`src/rtl/control_sequencer.sv`:
```
// control_sequencer: multi-cycle fetch/decode/execute sequencer for the 8-bit datapath.
// Fetches 8-bit instructions over a req/ack port, addresses a 4x8 register file, computes
// the ALU result internally and hands it back as write_data. One instruction per 4 cycles
// with zero fetch wait.
//
// Ports:
//   clk, reset                   clock, synchronous active-high reset
//   run                          execute enable, sampled in IDLE and at end of WRITEBACK
//   imem_addr/req/ack/data       instruction fetch port (addr = pc, req high in FETCH)
//   read_register1/2             register file read addresses (rs, rt)
//   read_data1/2                 register file read data (combinational)
//   write_register/write_data    destination address and result
//   reg_write                    one-cycle write strobe in WRITEBACK for ADD/SUB/LI
//   pc                           program counter
//   busy                         high whenever not IDLE
//   zero_flag, carry_flag        flags of the last ADD/SUB
module control_sequencer #(
  parameter int unsigned PC_W = 5
) (
  input  logic            clk,
  input  logic            reset,
  input  logic            run,
  output logic [PC_W-1:0] imem_addr,
  output logic            imem_req,
  input  logic            imem_ack,
  input  logic [7:0]      imem_data,
  output logic [1:0]      read_register1,
  output logic [1:0]      read_register2,
  input  logic [7:0]      read_data1,
  input  logic [7:0]      read_data2,
  output logic [1:0]      write_register,
  output logic [7:0]      write_data,
  output logic            reg_write,
  output logic [PC_W-1:0] pc,
  output logic            busy,
  output logic            zero_flag,
  output logic            carry_flag
);

  localparam logic [2:0] StIdle      = 3'd0;
  localparam logic [2:0] StFetch     = 3'd1;
  localparam logic [2:0] StDecode    = 3'd2;
  localparam logic [2:0] StExecute   = 3'd3;
  localparam logic [2:0] StWriteback = 3'd4;

  localparam logic [1:0] OpAdd = 2'b00;
  localparam logic [1:0] OpSub = 2'b01;
  localparam logic [1:0] OpLi  = 2'b10;
  localparam logic [1:0] OpBnz = 2'b11;

  logic [2:0]      state_q, state_d;
  logic [PC_W-1:0] pc_q, pc_d;
  logic [7:0]      instr_q, instr_d;
  logic [7:0]      result_q, result_d;
  logic            zero_q, zero_d;
  logic            carry_q, carry_d;

  logic [1:0]      op;
  logic [8:0]      sum9;
  logic [8:0]      diff9;
  logic [7:0]      li_imm;
  logic [PC_W-1:0] br_off;
  logic [PC_W-1:0] pc_inc;

  assign op     = instr_q[7:6];
  assign sum9   = {1'b0, read_data1} + {1'b0, read_data2};
  // Two's-complement subtract; bit 8 is the no-borrow carry (rs >= rt unsigned).
  assign diff9  = {1'b0, read_data1} + {1'b0, ~read_data2} + 9'd1;
  assign li_imm = {{4{instr_q[5]}}, instr_q[5:2]};
  assign br_off = {{(PC_W-4){instr_q[3]}}, instr_q[3:0]};
  assign pc_inc = pc_q + PC_W'(1);

  always_comb begin
    state_d  = state_q;
    pc_d     = pc_q;
    instr_d  = instr_q;
    result_d = result_q;
    zero_d   = zero_q;
    carry_d  = carry_q;
    case (state_q)
      StIdle: begin
        if (run) state_d = StFetch;
      end
      StFetch: begin
        if (imem_ack) begin
          instr_d = imem_data;
          state_d = StDecode;
        end
      end
      StDecode: begin
        state_d = StExecute;
      end
      StExecute: begin
        case (op)
          OpAdd: begin
            result_d = sum9[7:0];
            zero_d   = (sum9[7:0] == 8'h00);
            carry_d  = sum9[8];
          end
          OpSub: begin
            result_d = diff9[7:0];
            zero_d   = (diff9[7:0] == 8'h00);
            carry_d  = diff9[8];
          end
          OpLi: begin
            result_d = li_imm;
          end
          default: ;
        endcase
        state_d = StWriteback;
      end
      StWriteback: begin
        // rs stays on read_register1, so read_data1 is still the branch operand here.
        if (op == OpBnz && read_data1 != 8'h00) pc_d = pc_inc + br_off;
        else                                    pc_d = pc_inc;
        state_d = run ? StFetch : StIdle;
      end
      default: begin
        state_d = StIdle;
      end
    endcase
  end

  always_ff @(posedge clk) begin
    if (reset) begin
      state_q  <= StIdle;
      pc_q     <= '0;
      instr_q  <= 8'h00;
      result_q <= 8'h00;
      zero_q   <= 1'b0;
      carry_q  <= 1'b0;
    end else begin
      state_q  <= state_d;
      pc_q     <= pc_d;
      instr_q  <= instr_d;
      result_q <= result_d;
      zero_q   <= zero_d;
      carry_q  <= carry_d;
    end
  end

  // Register addresses come straight from the latched instruction, so they hold from
  // DECODE through WRITEBACK and read zero after reset.
  assign read_register1 = instr_q[5:4];
  assign read_register2 = instr_q[3:2];
  assign write_register = instr_q[1:0];
  assign write_data     = result_q;
  assign imem_addr      = pc_q;
  assign pc             = pc_q;
  assign imem_req       = (state_q == StFetch);
  assign busy           = (state_q != StIdle);
  // Gated by reset so a reset landing in WRITEBACK suppresses the register file write.
  assign reg_write      = (state_q == StWriteback) && (op != OpBnz) && !reset;
  assign zero_flag      = zero_q;
  assign carry_flag     = carry_q;

endmodule
```
`config.mk`:
```
export PLATFORM = sky130hd
export DESIGN_NAME = control_sequencer
export DESIGN_NICKNAME = d
export VERILOG_FILES = /design/src/rtl/control_sequencer.sv
export SDC_FILE = /design/constraint.sdc
export NUM_CORES = 1
export LEC_CHECK = 0
export ABC_AREA = 1
export CORE_ASPECT_RATIO = 1.5
export CORE_MARGIN = 5
export CORE_UTILIZATION = 54
export CTS_CLUSTER_SIZE = 40
export DETAILED_ROUTE_END_ITERATION = 8
export MAX_ROUTING_LAYER = met4
export PLACE_DENSITY = 0.86
export SLEW_MARGIN = 30
export SYNTH_ARGS = -nofsm -noshare
export SYNTH_HDL_FRONTEND = slang
export SYNTH_SLANG_ARGS = --single-unit
export TNS_END_PERCENT = 20
```
`constraint.sdc`:
```
create_clock -name clk -period 4.3 [get_ports clk]
set_input_delay 0.645 -clock clk [delete_from_list [all_inputs] [get_ports clk]]
set_output_delay 0.645 -clock clk [all_outputs]
set_load 0.005 [all_outputs]
```
* Word level (Yosys, flattened, before mapping)
Index checks and enable logic that the tools add are counted.
** Storage, ports and cells
- Bits in registers :: 26
- Input port bits :: 28
- Word-level logic and storage cells :: 46
- Output and inout port bits :: 29
** Operators by class
- Equal/unequal tests :: 10
- Bitwise gates (word level) :: 1
- Reduce and logical (&&, ||, !) cells :: 16
- Muxes and demuxes :: 8
- $add $sub $neg :: 5
** Operators with widths (number)
- 8-bit one-hot mux with 3 select lines :: 1
- 8-bit by 8-bit adder with 9-bit output :: 2
- 8-bit zero test :: 2
- 3-bit one-hot mux with 5 select lines :: 1
- 9-bit by 1-bit adder with 9-bit output (second input constant) :: 1
- 8-bit NOT :: 1
- 2-bit AND reduction :: 4
- 8-bit nonzero test :: 1
- 3-bit by 2-bit equality test with 1-bit output (second input constant) :: 2
- 3-bit 2-to-1 mux :: 2
- 3-bit nonzero test :: 2
- 5-bit by 1-bit adder with 5-bit output (second input constant) :: 1
- 5-bit adder :: 1
- 5-bit 2-to-1 mux :: 1
- 2-bit equality test (second input constant) :: 2
- 2-bit != test (second input constant) :: 2
- 1-bit one-hot mux with 2 select lines :: 2
- 3-bit by 1-bit equality test with 1-bit output (second input constant) :: 1
- 3-bit equality test (second input constant) :: 1
- 1-bit logical AND :: 3
- 3-bit zero test :: 1
- 2-bit by 1-bit equality test with 1-bit output (second input constant) :: 1
- 2-bit zero test :: 1
- 2-bit by 1-bit != test with 1-bit output (second input constant) :: 1
- other kinds (3) :: 3

* Longest topological paths before layout
Gate-level depths: netlist of the first run.
- Depth after elaboration :: 5
- Gate-level depth with buffers :: 15
- Gate-level depth less buffers :: 14

* Least setup slack after synthesis of the first run
No wires, ideal clock.
- Kind :: in2reg
- Start point :: in read_data1[0]
- End point :: reg zero_q, in the netlist zero_flag
- Setup time :: 109 ps
- Data required time :: 4191 ps
- Slack :: 2296 ps
- Cell stages on the path :: 14
- Buffers on the path :: 0
- Data arrival time :: 1896 ps
- Path through :: inv_1 > ha_1 > inv_1 > fa_1 > nand3_1 > nand2_1 > nand2_1 > nand2_1 > nand2_1 > nand2_1 > nand3_1 > nand3_1 > nand2_1 > inv_1
** Between the ends
- Word-level cells in the longest chain between the ends :: 4
- Elaborated cells on any way between the ends :: 6
- Classes of those cells :: 3 x add/sub; 1 x mux; 2 x reduce/logical
** Ends and longest elaborated chain
- from (decl) :: line 29 : input logic [7:0] read_data1,
- 8-bit by 8-bit adder with 9-bit output :: line 68 : assign diff9 = {1'b0, read_data1} + {1'b0, ~read_data2} + 9'd1;
- 9-bit by 1-bit adder with 9-bit output :: line 68
- 8-bit zero test :: line 102 : zero_d = (diff9[7:0] == 8'h00);
- 1-bit one-hot mux with 2 select lines (*) :: line 94 : case (op)
- to (signal assigned) :: line 137 : zero_q <= zero_d;
- to (decl) :: line 55 : logic zero_q, zero_d;
Every way passes the cells marked *; elsewhere a longest branch is shown, timed or not.
A chain may end at the register's enable or synchronous reset.

* Worst setup path in the final report of the first run
- Start point :: in reset
- End point :: out reg_write
** Between the ends
- Word-level cells in the longest chain between the ends :: 2
** Ends and longest elaborated chain
- from (decl) :: line 21 : input logic reset,
- 1-bit zero test :: line 153 : assign reg_write = (state_q == StWriteback) && (op != OpBnz) && !reset;
- 1-bit logical AND :: line 153
- to (decl) :: line 33 : output logic reg_write,
No other way between the ends.

==> flow_metrics.env, run 1 <==
export IMPL_vias_per_cell=5.38
export IMPL_synth_simple_gate_area_share_pct=30.4
export IMPL_synth_top_family_by_area="simple AND/OR/NAND/NOR gates"
export IMPL_wl_met3_um=240
export IMPL_power_leakage_nw=1.38
export IMPL_cts_made_buffers=3
export IMPL_yosys_area_top_type_share_pct=22.0
export IMPL_fin_tns_setup_ps=0
export IMPL_synth_most_common_cell="nand2_1"
export IMPL_synthArstFlopShare_pct=0
export IMPL_placed_area_mm2=0.00284
export IMPL_initial_utilization_pct=55.6
export IMPL_cts_clk_slew_worst_paths_ps=90
export IMPL_syn_inst=365
export IMPL_rsz0062_at_grt="false"
export IMPL_finalCritPeriodShare_pct=63.2
export IMPL_setup_violations=0
export IMPL_worstSetupPathType="primary input to output port"
export IMPL_syn_area_mm2=0.00236
export IMPL_syn_to_final_growth_pct=22.5
export IMPL_finish_net_count=463
export IMPL_cts_tree="built"
export IMPL_grt_overflow=0
export IMPL_synth_fa_ha_area_share_pct=15.8
export IMPL_cts_hold_fix_buffers=0
export IMPL_drv_slew=0
export IMPL_grt_first_pass_wirelength_um=10100
export IMPL_p_per_area_mw_per_mm2=230
export IMPL_post_cts_buffers=0
export IMPL_coreArea_mm2=0.00425
export IMPL_min_path_type="flip-flop to flip-flop"
export IMPL_reg2reg_from="imem_addr[0]"
export IMPL_synthXorXnorAreaFrac_pct=2.23
export IMPL_period_minus_slack_ps=2720
export IMPL_fmax_mhz=368
export IMPL_antennaDiodeCount=0
export IMPL_synth_cell_types=31
export IMPL_cap_violations=0
export IMPL_hpwlAfterDp_um=5170
export IMPL_cts_resized=0
export IMPL_yosys_warnings=0
export IMPL_cp_data_arrival_time_ps=2070
export IMPL_hold_depth=2
export IMPL_port_buffers=56
export IMPL_grt_pass1_vias=2423
export IMPL_ys_ff_latch=26
export IMPL_postSynthAreaPerCell_um2=6.47
export IMPL_synthMuxAreaShare_pct=0
export IMPL_synth_edf_count=0
export IMPL_synth_compound_area_share_pct=14.8
export IMPL_wl_per_cell_um=13.5
export IMPL_io_pins=57
export IMPL_final_area_mm2=0.00289
export IMPL_vias=2433
export IMPL_max_clock_path_buffers=2
export IMPL_first_pass_iters=6
export IMPL_die_h_um=91.0
export IMPL_finish_utilization_pct=68.1
export IMPL_ys_seq_area_share_pct=22.0
export IMPL_place_ws_ps=1610
export IMPL_synthTopCellsByCount="nand2_1, inv_1, nand3_1, nor2_1, o21ai_0"
export IMPL_slew_limit_headroom_pct=66.6
export IMPL_yosys_area_top_type="dfxtp_1"
export IMPL_crit_required_ps=3650
export IMPL_power_uw=666
export IMPL_drcViolationCount=0
export IMPL_die_area_mm2=0.00582
export IMPL_synthesis_nets=421
export IMPL_placed_cells=448
export IMPL_die_x_um=64.0
export IMPL_first_iter_violations=141
export IMPL_clkLatencyLatePin_ps=260
export IMPL_fin_skew_ps=4.55
export IMPL_placementRows=29
export IMPL_met1Wirelength_um=2200
export IMPL_hold_violations=0
export IMPL_status="complete, no violations"
export IMPL_crit_path_max_fanout=10
export IMPL_cts_root_buf="clkbuf_8"
export IMPL_postSynth_topFlopCell="dfxtp_1"
export IMPL_r2r_end="imem_addr[4]"
export IMPL_drt_wl_total_um=6110
export IMPL_routed_top_layer="met4"
export IMPL_min_delay_start="write_data[6]"
export IMPL_r2r_cells=11
export IMPL_r2r_slack_ps=2250
export IMPL_timing_final_ws_setup_ps=1580
export IMPL_tightest_slew_ps=501
export IMPL_drt_antenna_violating_nets=0
export IMPL_ir_worst_vdd_mv=0.213
export IMPL_hold_end="write_data[6]"
export IMPL_final_cells=452
export IMPL_worstSetupStartpointType="primary input"
export IMPL_synth_top_cells_by_area="dfxtp_1, ha_1, nand2_1"
export IMPL_grt_use_total_pct=21.5
export IMPL_wl_met2_um=3490
export IMPL_antenna_found_initial=0
export IMPL_htreeDepth=1
export IMPL_holdWs_ps=478
export IMPL_cts_sinks=26
export IMPL_drive_gt1_share_pct=4.93
export IMPL_end_kind="output port"
export IMPL_place_gp_congestion=0.925
export IMPL_grt_max_degree=19
[cell families (layout without fill, tap and decap cells)]
family	after synthesis	in the layout
flip-flops	26	26
adder cells (fa/ha/maj)	28	28
AND/OR/NAND/NOR	169	169
AO/OA/AOI/OAI	63	63
buffers and inverters	73	114
XOR/XNOR	6	6
[sequential cells by signal, summed over array words and instances, names as in the netlist]
register    flops
carry_flag      1
write_data      8
state_q         3
imem_addr       5
instr_q         8
zero_flag       1
[layout make-up]
| type | instances | area (um^2) |
|---|---|---|
| fillers | 399 | 1350 |
| repair buffers | 56 | 561 |
| multi-input cells | 266 | 1490 |
| flip-flops and latches | 26 | 520 |
| well taps | 46 | 57.6 |
| clock buffers | 4 | 55.1 |
| inverters | 54 | 205 |
[power by group]
part	switching [mW]	total, mW	internal (mW)
Combinational	0.141	0.246	0.105
Clock	0.0749	0.157	0.0817
Sequential	0.0111	0.264	0.252
[how the worst max path moves through the flow]
stage / slack, ps / to / depth (start not counted) / start
final: 1580 / reg_write / 3 / reset
after global routing: 1520 / reg_write / 3 / reset
after CTS: 1590 / reg_write / 3 / reset
after detailed placement: 1610 / reg_write / 3 / reset
after global placement: 1620 / reg_write / 3 / reset
after floorplan: 2300 / zero_flag / 14 / read_data1[0]
[worst max-delay path: stages]
cell             delay [ps]
clkdlybuf4s50_1         600
nor3_1                  290
clkdlybuf4s50_1         540
[layout by cell type (no fill, tap or decap), drive strengths merged]
cell type and count:
nand2 84, clkdlybuf4s50 56, inv 54, nor2 40, nand3 36, o21ai 30, dfxtp 26, a21oi 26
ha 25, nand4 5, xor2 4, clkbuf 4, nor3 3, a31oi 3, fa 3, xnor2 2
and2 1, o21bai 1, a311oi 1, o221a 1, o211ai 1
[metal layers]
| layer | track usage, % | up-vias |
|---|---|---|
| met1 | 19.6 | 1093 |
| met5 | - | - |
| met3 | 1.98 | 19 |
| li1 | - | 1251 |
| met2 | 43.0 | 70 |
| met4 | 9.19 | 0 |
No activity file was read; power rests on OpenSTA's default activity.
==> run 2: changes to the inputs <==
--- a/config.mk
+++ b/config.mk
@@ -8,11 +8,11 @@
 export ABC_AREA = 1
 export CORE_ASPECT_RATIO = 1.5
 export CORE_MARGIN = 5
-export CORE_UTILIZATION = 54
+export CORE_UTILIZATION = 50
 export CTS_CLUSTER_SIZE = 40
 export DETAILED_ROUTE_END_ITERATION = 8
 export MAX_ROUTING_LAYER = met4
-export PLACE_DENSITY = 0.86
+export PLACE_DENSITY = 0.8
 export SLEW_MARGIN = 30
 export SYNTH_ARGS = -nofsm -noshare
 export SYNTH_HDL_FRONTEND = slang
==> constraint.sdc (replaced) <==
create_clock -name clk -period 2.7 [get_ports clk]
set_input_delay 0.405 -clock clk [delete_from_list [all_inputs] [get_ports clk]]
set_output_delay 0.405 -clock clk [all_outputs]
set_load 0.005 [all_outputs]
==> flow_metrics.env, run 2 (synthesized netlist as in run 1, its figures left out) <==
export IMPL_status="finished, violations left"
export IMPL_violations="design-rule violations"
export IMPL_use_met1_pct=18.3
export IMPL_wl_per_cell_um=12.7
export IMPL_path_buf_inv=3
export IMPL_antennaDiodeCount=0
export IMPL_fmax_mhz=448
export IMPL_path_delay_family="buffers and inverters"
export IMPL_drcViolationCount=1
export IMPL_slew_limit_headroom_pct=67.4
export IMPL_setup_violations=0
export IMPL_gr_usage_met3_pct=2.04
export IMPL_drive_gt1_share_pct=5.16
export IMPL_cts_resized=0
export IMPL_fin_tns_setup_ps=0
export IMPL_vias_per_cell=5.09
export IMPL_cts_hold_fix_buffers=0
export IMPL_die_area_mm2=0.00622
export IMPL_p_per_area_mw_per_mm2=351
export IMPL_grt_pass1_vias=2252
export IMPL_clkLatencyLatePin_ps=270
export IMPL_post_cts_buffers=0
export IMPL_cts_tree="built"
export IMPL_htreeDepth=1
export IMPL_placementRows=30
export IMPL_end_kind="output port"
export IMPL_timing_final_ws_setup_ps=470
export IMPL_max_clock_path_buffers=2
export IMPL_cp_data_arrival_time_ps=1820
export IMPL_cap_violations=0
export IMPL_grt_busiest_layer="met2"
export IMPL_period_minus_slack_ps=2230
export IMPL_worstSetupPathType="flip-flop to output port"
export IMPL_coreArea_mm2=0.00454
export IMPL_rsz0062_at_grt="false"
export IMPL_cts_sinks=26
export IMPL_die_x_um=66.1
export IMPL_first_pass_iters=8
export IMPL_finish_net_count=465
export IMPL_grt_max_degree=19
export IMPL_crit_path_max_fanout=7
export IMPL_initial_utilization_pct=52.0
export IMPL_place_ws_ps=271
export IMPL_antenna_found_initial=0
export IMPL_critPathMostFrequentCell="inv_1"
export IMPL_syn_to_final_growth_pct=23.5
export IMPL_finalCritPeriodShare_pct=82.6
export IMPL_nFillCells=435
export IMPL_crit_required_ps=2300
export IMPL_io_pins=57
export IMPL_min_path_type="flip-flop to flip-flop"
export IMPL_grt_first_pass_wirelength_um=9580
export IMPL_finish_utilization_pct=64.2
export IMPL_die_h_um=94.2
export IMPL_fin_skew_ps=5.76
export IMPL_layout_commonest_cell="nand2_1"
export IMPL_layout_common_cells="nand2_1, clkdlybuf4s50_1, inv_1, nor2_1, nand3_1"
export IMPL_grt_use_total_pct=19.7
export IMPL_drt_antenna_violating_nets=0
export IMPL_use_met2_pct=39.7
export IMPL_placed_cells=468
export IMPL_cts_made_buffers=3
export IMPL_holdWs_ps=469
export IMPL_vias=2399
export IMPL_power_leakage_nw=1.38
export IMPL_drv_slew=0
export IMPL_first_iter_violations=157
export IMPL_crit_chain="nor2_1, inv_1, nor2_4, inv_1, nor3_1, clkdlybuf4s50_1"
export IMPL_worstSetupStartpointType="flip-flop"
export IMPL_hpwlAfterDp_um=4970
export IMPL_hold_violations=0
export IMPL_cts_clk_slew_worst_paths_ps=80
export IMPL_place_gp_congestion=0.911
export IMPL_final_cells=471
export IMPL_tightest_slew_ps=489
export IMPL_cpPeakStageDelay_ps=530
export IMPL_drt_wl_total_um=5970
export IMPL_ir_worst_vdd_mv=0.179
export IMPL_cts_root_buf="clkbuf_8"
export IMPL_port_buffers=56
export IMPL_grt_overflow=0
export IMPL_r2r_slack_ps=690
export IMPL_critPathSlowestCell="clkdlybuf4s50_1"
-- run 2: changes by cell type in the layout (fill, tap and decap cells not counted), sizes merged --
cell and delta:
buf +2, clkbuf -1
-- run 2: through the flow --
step / area, um^2 / power [mW]
3_5_place_dp: 2870 / 0.817
6_report: 2920 / 1.02
5_1_grt: 2920 / 1.10
2_1_floorplan: 2360 / 0.694
4_1_cts: 2920 / 1.02
3_3_place_gp: 2870 / 0.813
-- run 2: worst reg2reg max path, delay by kind of cell (launching register included) --
kind / cells / cell delay [ps]
AOI/OAI and AO/OA: 3 / 280
xor gates and xnor gates: 1 / 210
adders and majority gates: 2 / 540
buffers and inverters: 1 / 50
DFF: 1 / 450
and+or+nand+nor: 4 / 390
-- run 2: final timing paths --
check                 from       endpoint  cells after the start
max             state_q[0]      reg_write                      6
min          write_data[6]  write_data[6]                      2
max reg2reg   imem_addr[0]   imem_addr[4]                     11
min reg2reg  write_data[6]  write_data[6]                      2
-- run 2: report_power, final --
group          leakage (nW)  total [mW]  switching (mW)  internal (mW)
clock network        0.0216       0.214           0.114         0.0998
logic                  1.15       0.392           0.224          0.168
registers             0.211       0.418          0.0158          0.402
total                  1.38        1.02           0.354          0.670
-- run 2: layer usage --
layer | vias up | share of wire (%)
met5 | - | 0
li1 | 1253 | -
met1 | 1043 | 37
met2 | 88 | 56
met3 | 15 | 5.1
met4 | 0 | 2.5
-- run 2: final cells by class --
cell class	instances	area (um^2)	share of cell area (%)
Clock buffer	3	41.3	1.42
Inverter	54	205	7.04
Multi-Input combinational cell	266	1490	51.2
Sequential cell	26	520	17.9
Tap cell	64	80.1	2.75
Timing Repair Buffer	58	576	19.7
==> run 3: changes to the inputs <==
--- a/config.mk
+++ b/config.mk
@@ -8,11 +8,11 @@
 export ABC_AREA = 1
 export CORE_ASPECT_RATIO = 1.5
 export CORE_MARGIN = 5
-export CORE_UTILIZATION = 50
+export CORE_UTILIZATION = 46
 export CTS_CLUSTER_SIZE = 40
 export DETAILED_ROUTE_END_ITERATION = 8
 export MAX_ROUTING_LAYER = met4
-export PLACE_DENSITY = 0.8
+export PLACE_DENSITY = 0.78
 export SLEW_MARGIN = 30
 export SYNTH_ARGS = -nofsm -noshare
 export SYNTH_HDL_FRONTEND = slang
==> constraint.sdc (replaced) <==
create_clock -name clk -period 2.05 [get_ports clk]
set_input_delay 0.3075 -clock clk [delete_from_list [all_inputs] [get_ports clk]]
set_output_delay 0.3075 -clock clk [all_outputs]
set_load 0.005 [all_outputs]
==> flow_metrics.env, run 3 (synthesized netlist as in run 1, its figures left out) <==
export IMPL_status="complete, no violations"
export IMPL_grt_first_pass_wirelength_um=10100
export IMPL_hpwlAfterDp_um=5210
export IMPL_tightest_slew_ps=457
export IMPL_cap_violations=0
export IMPL_cts_sinks=26
export IMPL_antennaDiodeCount=0
export IMPL_initial_utilization_pct=46.4
export IMPL_worstSetupStartpointType="primary input"
export IMPL_drt_antenna_violating_nets=0
export IMPL_first_iter_violations=131
export IMPL_grt_use_total_pct=19.4
export IMPL_min_delay_start="write_data[6]"
export IMPL_p_per_area_mw_per_mm2=461
export IMPL_vias=2523
export IMPL_crit_required_ps=2280
export IMPL_period_minus_slack_ps=1990
export IMPL_finish_utilization_pct=62.5
export IMPL_placed_area_mm2=0.00304
export IMPL_die_area_mm2=0.00670
export IMPL_min_path_type="flip-flop to flip-flop"
export IMPL_drv_slew=0
export IMPL_power_mw=1.46
export IMPL_fin_tns_setup_ps=0
export IMPL_layout_commonest_cell="nand2_1"
export IMPL_ir_worst_vdd_mv=0.257
export IMPL_max_clock_path_buffers=2
export IMPL_syn_to_final_growth_pct=34.6
export IMPL_coreArea_mm2=0.00508
export IMPL_cts_tree="built"
export IMPL_wl_per_cell_um=12.5
export IMPL_final_cells=499
export IMPL_power_leakage_nw=1.51
export IMPL_finalCritPeriodShare_pct=97.0
export IMPL_holdWs_ps=479
export IMPL_antenna_found_initial=0
export IMPL_end_kind="flip-flop"
export IMPL_path_buf_inv=5
export IMPL_fmax_mhz=503
export IMPL_critPathSlowestCell="clkdlybuf4s50_1"
export IMPL_grt_overflow=0
export IMPL_cpPeakStageDelay_ps=480
export IMPL_place_gp_congestion=0.949
export IMPL_cts_clk_slew_worst_paths_ps=90
export IMPL_hold_violations=0
export IMPL_place_ws_ps=-223
export IMPL_drcViolationCount=0
export IMPL_io_pins=57
export IMPL_worstSetupPathType="primary input to flip-flop"
export IMPL_die_h_um=97.7
export IMPL_cp_data_arrival_time_ps=2220
export IMPL_placed_cells=493
export IMPL_finish_net_count=488
export IMPL_drive_gt1_share_pct=13.5
export IMPL_grt_max_degree=19
export IMPL_cts_made_buffers=3
export IMPL_path_delay_family="buffers and inverters"
export IMPL_cts_root_buf="clkbuf_8"
export IMPL_placementRows=32
export IMPL_fin_skew_ps=4.37
export IMPL_slew_limit_headroom_pct=69.5
export IMPL_layout_common_cells="nand2_1, clkdlybuf4s50_1, inv_1, nand3_1, nor2_1"
export IMPL_clkLatencyLatePin_ps=270
export IMPL_grt_pass1_vias=2463
export IMPL_crit_chain="clkdlybuf4s50_1, inv_1, ha_1, inv_1, fa_2, inv_1, nand3_1, nor2_1, nand3_1, nor2_1, nand3_1, nand3_1, nand2_1, inv_1"
export IMPL_final_area_mm2=0.00318
export IMPL_timing_final_ws_setup_ps=60.7
export IMPL_vias_per_cell=5.06
export IMPL_drt_wl_total_um=6240
export IMPL_port_buffers=56
export IMPL_worstSetupStartpoint="read_data1[0]"
export IMPL_setup_violations=0
export IMPL_die_x_um=68.5
export IMPL_reg2reg_from="imem_addr[0]"
export IMPL_first_pass_iters=4
export IMPL_r2r_slack_ps=150
export IMPL_cts_hold_fix_buffers=0
export IMPL_rsz0062_at_grt="true"
export IMPL_htreeDepth=1
export IMPL_crit_path_max_fanout=2
==> run 3: cell count changes in the layout (fill, tap and decap cells not counted), moves of 2 or more <==
cell | before | now
ha_2 | 0 | 2
fa_1 | 3 | 1
ha_4 | 0 | 3
fa_2 | 0 | 2
ha_1 | 25 | 20
buf_4 | 2 | 25
==> run 3: metal layers <==
metal	routed length [um]	GRT usage (%)	up-vias
li1	-	-	1296
met1	2270	18.6	1141
met2	3560	37.6	72
met3	270	1.15	14
met4	143	7.35	0
met5	0	-	-
==> run 3: cell type report <==
class / instances / area [um^2]
Multi-Input combinational cell: 266 / 1560
Fill cell: 489 / 1910
Sequential cell: 26 / 522
Clock buffer: 4 / 55.1
Timing Repair Buffer: 81 / 751
Inverter: 54 / 205
Tap cell: 68 / 85.1
==> run 3: what timing repair did <==
item                       CTS  global route
pin swaps                    1             4
setup endpoints to repair    1             7
gates resized for setup      2            13
buffers inserted             1             1
==> run 3: power breakdown <==
part,switching (mW),leakage [nW],internal [mW]
registers,0.0229,0.212,0.530
clock network,0.164,0.0288,0.172
logic,0.307,1.27,0.270
==> run 3: worst register-to-register path: cells and delay by family (launching register included) <==
kind	cells	cell delay [ps]
adders and majority gates	2	640
DFF	1	400
AOI/OAI and AO/OA	3	340
and+or+nand+nor	3	270
buffers and inverters	3	140
==> run 3: path summary, 6_finish.rpt <==
| path | end | cells after the start |
|---|---|---|
| setup reg to reg | imem_addr[4] | 11 |
| setup / recovery | zero_flag | 14 |
| hold / removal | write_data[6] | 2 |
| hold reg to reg | write_data[6] | 2 |
